## config.mk

```make
export PLATFORM = sky130hd
export DESIGN_NAME = fetch_unit
export DESIGN_NICKNAME = d
export VERILOG_FILES = /design/src/rtl/fetch_unit_pkg.sv /design/src/rtl/fetch_buffer.sv /design/src/rtl/fetch_unit.sv
export SDC_FILE = /design/constraint.sdc
export NUM_CORES = 1
export LEC_CHECK = 0
export ABC_AREA = 1
export BUFFER_PORTS_ARGS = -buffer_cell sky130_fd_sc_hd__buf_2
export CAP_MARGIN = 30
export CORE_MARGIN = 1.5
export CORE_UTILIZATION = 30
export DETAILED_ROUTE_END_ITERATION = 10
export PLACE_DENSITY = 0.46
export SETUP_SLACK_MARGIN = 0.02
export SLEW_MARGIN = 20
export SYNTH_ARGS = -nofsm -noshare
export SYNTH_HDL_FRONTEND = slang
export SYNTH_HIERARCHICAL = 1
export SYNTH_SLANG_ARGS = --single-unit
```

## constraint.sdc

```tcl
create_clock -name clk -period 12.5 [get_ports clk]
set_input_delay 2.5 -clock clk [delete_from_list [all_inputs] [get_ports clk]]
set_output_delay 2.5 -clock clk [all_outputs]
set_load 0.005 [all_outputs]
```

## src/rtl/fetch_unit_pkg.sv

```systemverilog
// Shared fetch-stage definitions: fetch FSM encoding and instruction/PC constants.
package fetch_unit_pkg;

    typedef enum logic [1:0] {
        ST_IDLE  = 2'd0,
        ST_WAIT  = 2'd1,
        ST_DRAIN = 2'd2
    } fetch_state_e;

    localparam logic [31:0] NOP_INSTR = 32'h0000_0000;
    localparam int unsigned PC_STEP   = 4;

endpackage

```

## src/rtl/fetch_buffer.sv

```systemverilog
// One-entry holding buffer for an instruction that returned while decode was stalled.
module fetch_buffer
    import fetch_unit_pkg::*;
#(
    parameter int ADDR_W  = 32,
    parameter int INSTR_W = 32
) (
    input  logic               clk,
    input  logic               rst,
    input  logic               load,
    input  logic               clear,
    input  logic [INSTR_W-1:0] load_instr,
    input  logic [ADDR_W-1:0]  load_pc,
    output logic               valid,
    output logic [INSTR_W-1:0] instr,
    output logic [ADDR_W-1:0]  pc
);

    logic               valid_q, valid_d;
    logic [INSTR_W-1:0] instr_q, instr_d;
    logic [ADDR_W-1:0]  pc_q, pc_d;

    always_comb begin
        valid_d = valid_q;
        instr_d = instr_q;
        pc_d    = pc_q;
        if (clear) begin
            valid_d = 1'b0;
        end else if (load) begin
            valid_d = 1'b1;
            instr_d = load_instr;
            pc_d    = load_pc;
        end
    end

    always_ff @(posedge clk or posedge rst) begin
        if (rst) begin
            valid_q <= 1'b0;
            instr_q <= INSTR_W'(NOP_INSTR);
            pc_q    <= '0;
        end else begin
            valid_q <= valid_d;
            instr_q <= instr_d;
            pc_q    <= pc_d;
        end
    end

    assign valid = valid_q;
    assign instr = instr_q;
    assign pc    = pc_q;

    // A held instruction must be consumed or flushed before another can arrive.
    buf_no_overwrite: assert property (@(posedge clk) disable iff (rst) load |-> !valid_q);

endmodule

```

## src/rtl/fetch_unit.sv

```systemverilog
// Instruction-fetch stage with IF/ID register: PC sequencing, single-outstanding
// memory request tracking, branch redirect/drain and stall buffering.
module fetch_unit
    import fetch_unit_pkg::*;
#(
    parameter int                ADDR_W   = 32,
    parameter int                INSTR_W  = 32,
    parameter logic [ADDR_W-1:0] RESET_PC = '0
) (
    input  logic               clk,
    input  logic               rst,
    input  logic               enPC,
    input  logic               enIfId,
    input  logic               rstIfId,
    input  logic               branchTaken,
    input  logic [ADDR_W-1:0]  branchTarget,
    output logic               imemReq,
    output logic [ADDR_W-1:0]  imemAddr,
    input  logic               imemRvalid,
    input  logic [INSTR_W-1:0] imemRdata,
    output logic [INSTR_W-1:0] ifIdInstr,
    output logic [ADDR_W-1:0]  ifIdPC,
    output logic               ifIdValid,
    output logic [31:0]        bubbleCount,
    output fetch_state_e       dbg_state
);

    fetch_state_e       state_q, state_d;
    logic [ADDR_W-1:0]  pc_q, pc_d;
    logic [ADDR_W-1:0]  req_pc_q, req_pc_d;
    logic [INSTR_W-1:0] if_id_instr_q, if_id_instr_d;
    logic [ADDR_W-1:0]  if_id_pc_q, if_id_pc_d;
    logic               if_id_valid_q, if_id_valid_d;
    logic [31:0]        bubble_count_q, bubble_count_d;

    logic               rsp_wait, flush, avail, issue;
    logic               buf_load, buf_clear, buf_valid;
    logic [INSTR_W-1:0] buf_instr, src_instr;
    logic [ADDR_W-1:0]  buf_pc, src_pc;

    fetch_buffer #(
        .ADDR_W  (ADDR_W),
        .INSTR_W (INSTR_W)
    ) u_buf (
        .clk        (clk),
        .rst        (rst),
        .load       (buf_load),
        .clear      (buf_clear),
        .load_instr (imemRdata),
        .load_pc    (req_pc_q),
        .valid      (buf_valid),
        .instr      (buf_instr),
        .pc         (buf_pc)
    );

    always_comb begin
        rsp_wait  = (state_q == ST_WAIT) && imemRvalid;
        flush     = branchTaken || rstIfId;
        avail     = buf_valid || rsp_wait;
        src_instr = buf_valid ? buf_instr : imemRdata;
        src_pc    = buf_valid ? buf_pc : req_pc_q;
        // Chained issue only when the returning instruction is consumed by decode this cycle.
        issue     = enPC && !branchTaken && !buf_valid &&
                    ((state_q == ST_IDLE) || (rsp_wait && enIfId && !rstIfId));
        buf_clear = branchTaken || (enIfId && !flush);
        buf_load  = rsp_wait && !branchTaken && !(enIfId && !rstIfId);

        state_d  = state_q;
        pc_d     = pc_q;
        req_pc_d = req_pc_q;
        if (branchTaken) begin
            // A response still in flight for the old path must be swallowed.
            state_d = ((state_q == ST_IDLE) || imemRvalid) ? ST_IDLE : ST_DRAIN;
            pc_d    = branchTarget;
        end else if (issue) begin
            state_d  = ST_WAIT;
            pc_d     = pc_q + ADDR_W'(PC_STEP);
            req_pc_d = pc_q;
        end else if ((state_q != ST_IDLE) && imemRvalid) begin
            state_d = ST_IDLE;
        end

        if_id_instr_d  = if_id_instr_q;
        if_id_pc_d     = if_id_pc_q;
        if_id_valid_d  = if_id_valid_q;
        bubble_count_d = bubble_count_q;
        if (enIfId) begin
            if (flush) begin
                if_id_valid_d = 1'b0;
                if_id_instr_d = INSTR_W'(NOP_INSTR);
            end else if (avail) begin
                if_id_valid_d = 1'b1;
                if_id_instr_d = src_instr;
                if_id_pc_d    = src_pc;
            end else begin
                if_id_valid_d  = 1'b0;
                if_id_instr_d  = INSTR_W'(NOP_INSTR);
                bubble_count_d = bubble_count_q + 32'd1;
            end
        end
    end

    always_ff @(posedge clk or posedge rst) begin
        if (rst) begin
            state_q        <= ST_IDLE;
            pc_q           <= RESET_PC;
            req_pc_q       <= '0;
            if_id_instr_q  <= INSTR_W'(NOP_INSTR);
            if_id_pc_q     <= '0;
            if_id_valid_q  <= 1'b0;
            bubble_count_q <= 32'd0;
        end else begin
            state_q        <= state_d;
            pc_q           <= pc_d;
            req_pc_q       <= req_pc_d;
            if_id_instr_q  <= if_id_instr_d;
            if_id_pc_q     <= if_id_pc_d;
            if_id_valid_q  <= if_id_valid_d;
            bubble_count_q <= bubble_count_d;
        end
    end

    assign imemReq     = issue && !rst;
    assign imemAddr    = pc_q;
    assign ifIdInstr   = if_id_instr_q;
    assign ifIdPC      = if_id_pc_q;
    assign ifIdValid   = if_id_valid_q;
    assign bubbleCount = bubble_count_q;
    assign dbg_state   = state_q;

    // A new request leaves only from IDLE or as the outstanding one completes.
    one_outstanding: assert property (@(posedge clk) disable iff (rst)
        imemReq |-> ((state_q == ST_IDLE) || ((state_q == ST_WAIT) && imemRvalid)));

endmodule
```

**Yosys cells after proc, flatten, opt, wreduce, memory -nomap -nowiden**

Cells that the tools add are included.

- Bits of input ports: 71
- Output and inout port bits: 132
- Register bits after elaboration: 228
- Word-level logic and storage cells: 63

- Multiplexer cells: 14
- Reduce and logical (&&, ||, !) cells: 32
- Bitwise operators: 4
- Equality and inequality tests: 1
- Add/sub/neg operators: 2

Operators with widths:

| kind | count |
|---|---|
| $mux 32 | 6 |
| $add 32x1->32 const B | 1 |
| $add 32x3->32 const B | 1 |
| $logic_and 1x1->1 | 12 |
| $mux 2 | 4 |
| $logic_not 1->1 | 6 |
| $reduce_and 3->1 | 2 |
| $reduce_bool 2->1 | 3 |
| $logic_or 1x1->1 | 5 |
| $mux 1 | 4 |
| $not 1->1 | 4 |
| $reduce_and 2->1 | 2 |
| $reduce_bool 3->1 | 1 |
| $eq 2x1->1 const B | 1 |
| $logic_not 2->1 | 1 |

**Depth between registers and ports, before layout**

- Depth in word-level cells: 8
- Depth in mapped cells: 10
- Depth with buffers taken out: 10

**Cells and area by module**

Netlist, hierarchy kept.

Modules (own cells, without submodules):

| module | cells an instance | instances | sequential area each (µm²) | area an instance (µm²) |
|---|---|---|---|---|
| fetch_unit | 1151 | 1 | 4078.9 | 8594.5 |
| fetch_buffer | 283 | 1 | 1626.6 | 2612.5 |

**Worst setup path before layout**

OpenSTA, ideal clock, no wires.

- Kind: input-to-output
- From: input port enIfId
- To: output port imemReq
- Setup slack: 6.689 ns
- Stages: 7
- Data required time: 10.000 ns
- Buffers on the path: 3
- Arrival: 3.311 ns
- Cells stage by stage: buf_4 nand2_1 o21ai_1 nand2_1 buf_2 buf_2 nor2_1

- Longest elaborated chain between the ends: 5

RTL lines:

| what | line | source |
|---|---|---|
| start: declaration | fetch_unit.sv:13 | `input logic enIfId,` |
| $logic_and 1x1->1 (2 in series) | fetch_unit.sv:64 | `((state_q == ST_IDLE) \|\| (rsp_wait && enIfId && !rstIfId));` |
| $logic_or 1x1->1 | fetch_unit.sv:64 |  |
| $logic_and 1x1->1 | fetch_unit.sv:63 | `issue = enPC && !branchTaken && !buf_valid &&` |
| $logic_and 1x1->1 | fetch_unit.sv:123 | `assign imemReq = issue && !rst;` |
| end: declaration | fetch_unit.sv:17 | `output logic imemReq,` |

No other way between the ends.

**Worst setup path after layout**

- From: input port branchTaken
- To: output port imemReq

- Longest elaborated chain between the ends: 5

RTL lines:

| what | line | source |
|---|---|---|
| start: declaration | fetch_unit.sv:15 | `input logic branchTaken,` |
| $logic_not 1->1 | fetch_unit.sv:63 |  |
| $logic_and 1x1->1 (3 in series) | fetch_unit.sv:63 |  |
| $logic_and 1x1->1 | fetch_unit.sv:123 |  |

No other way between the ends.

==> results.yml <==
status:
  status: "finished, final reports clean"
synthesis:
  avgSynthCellArea_um2: 7.815
  synth_ff_type: "dfrtp_1"
  yosysTopAreaCell: "dfrtp_1"
  yosysUniqueCellTypes: 34
  ys_async_sr_fraction_pct: 100.0
  synth_seq_area_share_pct: 50.91
  yosysWarnings: 6
  yosys_register_bits: 228
  synth_top_cell_area_share_pct: 50.91
  yosysMostFrequentCell: "nand2_1"
  syn_inst: 1434
  synth_fp_nets: 1507
  yosys-top-cells-area: "dfrtp_1 51%, nand2_1 18%, nand3_1 6.8%"
  netlist_area_um2: 11210
  synth_common_cells: "540 x nand2_1, 228 x dfrtp_1, 153 x nand3_1"
  synth-edff-count: 0
finish:
  drive_gt1_share_pct: 17.47
  synthToLayoutAreaGrowth_pct: 19.75
  diodes: 0
  fill_cells: 3942
  nNetsFinal: 1685
pwr:
  power_density_nw_per_um2: 158.3
  ir_drop_mv: 0.1110
  leakage_nw: 6.733
floorplanning:
  core_um2: 36700
  io_pins: 203
  start_util_pct: 30.54
  num_rows: 70
  fp.dieH_um: 196.3
  die_w_um: 196.3
  die_area_um2: 38530
timing:
  hold_viol: 0
  fin_ws_ns: 5.720
  clock_skew_ns: 0.01025
  maxSlewHeadroom_pct: 40.60
  fmax_ghz: 0.1475
  min_period_ns: 6.780
  worst-slew-pin-transition_ns: 0.8855
  post-route-period-util_pct: 54.24
  rsz0062_at_grt: "no"
  setup_viol: 0
  tns_ns: 0
  final-max-slew-violation-count: 0
setup_path:
  critPathRequiredTime_ns: 10.00
  cp_cell_sequence: "buf_2 -> buf_4 -> inv_2 -> nand2_1 -> nor2_1 -> nand2_4 -> nor2_1 -> buf_2"
  cp-start-kind: "input pin"
  path_class: "in2out"
  cpLargestDelayFamily: "buffers and inverters"
  worstPathMaxFanout: 40
  end_kind: "output pin"
  critPathBufInv: 4
  slowest_stage: "inv_2"
  slowest_delay_ns: 0.53
  cp.arrival_ns: 4.28
  r2r_slack_ns: 9.72
detailed_routing:
  ant_nets: 0
  wirelength_um: 33810
  first_pass_iters: 5
  drcViolationCount: 0
  vias_per_cell: 4.651
  vias: 9763
  first_iter_violations: 508
  wl_per_cell_um: 16.11
placed_design:
  port_buffers: 202
  gp_congestion: 0.8246
  post-place-ws_ns: 5.726
  dp_hpwl_um: 22620
run:
  drv_cap: 0
global_routing:
  gr-usage-all-layers_pct: 17.86
  grt_max_degree: 66
  overflow: 0
  grt_pass1_wl_um: 54580
  grt_pass1_vias: 9554
  antenna_found_initial: 0
clocking:
  cts_buffers: 28
  hold_buffers: 0
  clkTransAtPathRegs_ns: 0.05
  h-tree-depth: 1
  clockRootBuffer: "clkbuf_16"
  post-cts-setup-buffers: 0
  cts_sinks: 228
  clock_latency_ns: 0.55
  cts_tree: "built"
  cts_resized: 0
  cts_buffer_depth: 3
worst_hold_path:
  hold_class: "reg2reg"
## final cells by class
cell class | instances | area (um^2) | area share (%)
clock buffer | 41 | 830.8 | 6.191
sequential | 228 | 5709 | 42.54
inverter | 128 | 488.0 | 3.636
timing repair buffer | 214 | 1126 | 8.391
tap | 468 | 585.6 | 4.363
clock inverter | 8 | 46.29 | 0.3450
multi-input combinational | 1012 | 4634 | 34.53
## power breakdown
group	switching [mW]	internal [mW]	total (mW)	leakage, nW
clock network	0.319	0.456	0.775	0.435
registers	0.117	0.883	1.00	2.94
logic	0.203	0.147	0.350	3.36
## tightest hold or removal path: stages (launching register included)
cell	delay (ns)
dfrtp_1	0.34
nand2_1	0.05
nand2_1	0.05
## cell usage in the layout (no fill, tap or decap), types with 7 or more instances in the layout
cell | synthesis | routed
nand2_1 | 540 | 538
dfrtp_1 | 228 | 227
buf_2 | 27 | 202
nand3_1 | 153 | 153
nor2_1 | 122 | 121
inv_1 | 122 | 120
o21ai_0 | 33 | 33
a31oi_1 | 32 | 32
mux2i_1 | 32 | 32
o22ai_1 | 32 | 32
clkbuf_16 | 0 | 29
o21ai_1 | 17 | 17
xor2_1 | 11 | 11
buf_4 | 14 | 10
nor2_2 | 9 | 9
xnor2_1 | 7 | 7
## cell families after synthesis
| kind of cell | share of synthesized area, % |
|---|---|
| flip-flops | 50.91 |
| XOR/XNOR | 1.407 |
| buffers and inverters | 7.893 |
| adder cells (fa/ha/maj) | 0.2233 |
| AO/OA/AOI/OAI | 6.073 |
| AND/OR/NAND/NOR | 30.64 |
| multiplexers | 2.858 |
## routing by layer
metal	global-route usage [%]	wire [um]	up-vias
li1	-	-	4910
met1	25.37	16410	4590
met2	28.83	15380	230
met3	2.269	1435	33
met4	4.274	577	0
met5	0	0	-
## worst paths after layout
path                         startpoint             end  cells past startpoint
max                         branchTaken         imemReq                      8
min                        u_buf/pc[10]    u_buf/pc[10]                      2
max reg2reg                 u_buf/valid       ifIdPC[3]                      6
min reg2reg                u_buf/pc[10]    u_buf/pc[10]                      2
max in group asynchronous           rst  bubbleCount[2]                      4
min in group asynchronous           rst    imemAddr[28]                      2
## flip-flops by register name, indices dropped and copies added, names as in the netlist
| signal | flops |
|---|---|
| dbg_state | 2 |
| u_buf/valid | 1 |
| ifIdValid | 1 |
| bubbleCount | 32 |
| req_pc_q | 32 |
| u_buf/pc | 32 |
| ifIdPC | 32 |
| imemAddr | 32 |
| u_buf/instr | 32 |
| ifIdInstr | 32 |
## metrics by stage
stage / instances / util (%) / power, mW / hold WS [ns] / instance area (um^2)
after floorplan: 1434 / - / 1.194 / 0.4416 / 11210
after global placement: 2048 / 34.07 / 1.364 / 0.4530 / 12500
after detailed placement: 2050 / 34.18 / 1.372 / 0.4583 / 12540
after CTS: 2099 / 36.57 / 2.163 / 0.4728 / 13420
after global routing: 2099 / 36.57 / 2.260 / 0.4814 / 13420
final: 2099 / 36.57 / 2.125 / 0.4688 / 13420
No activity file was read; power rests on OpenSTA's default activity.
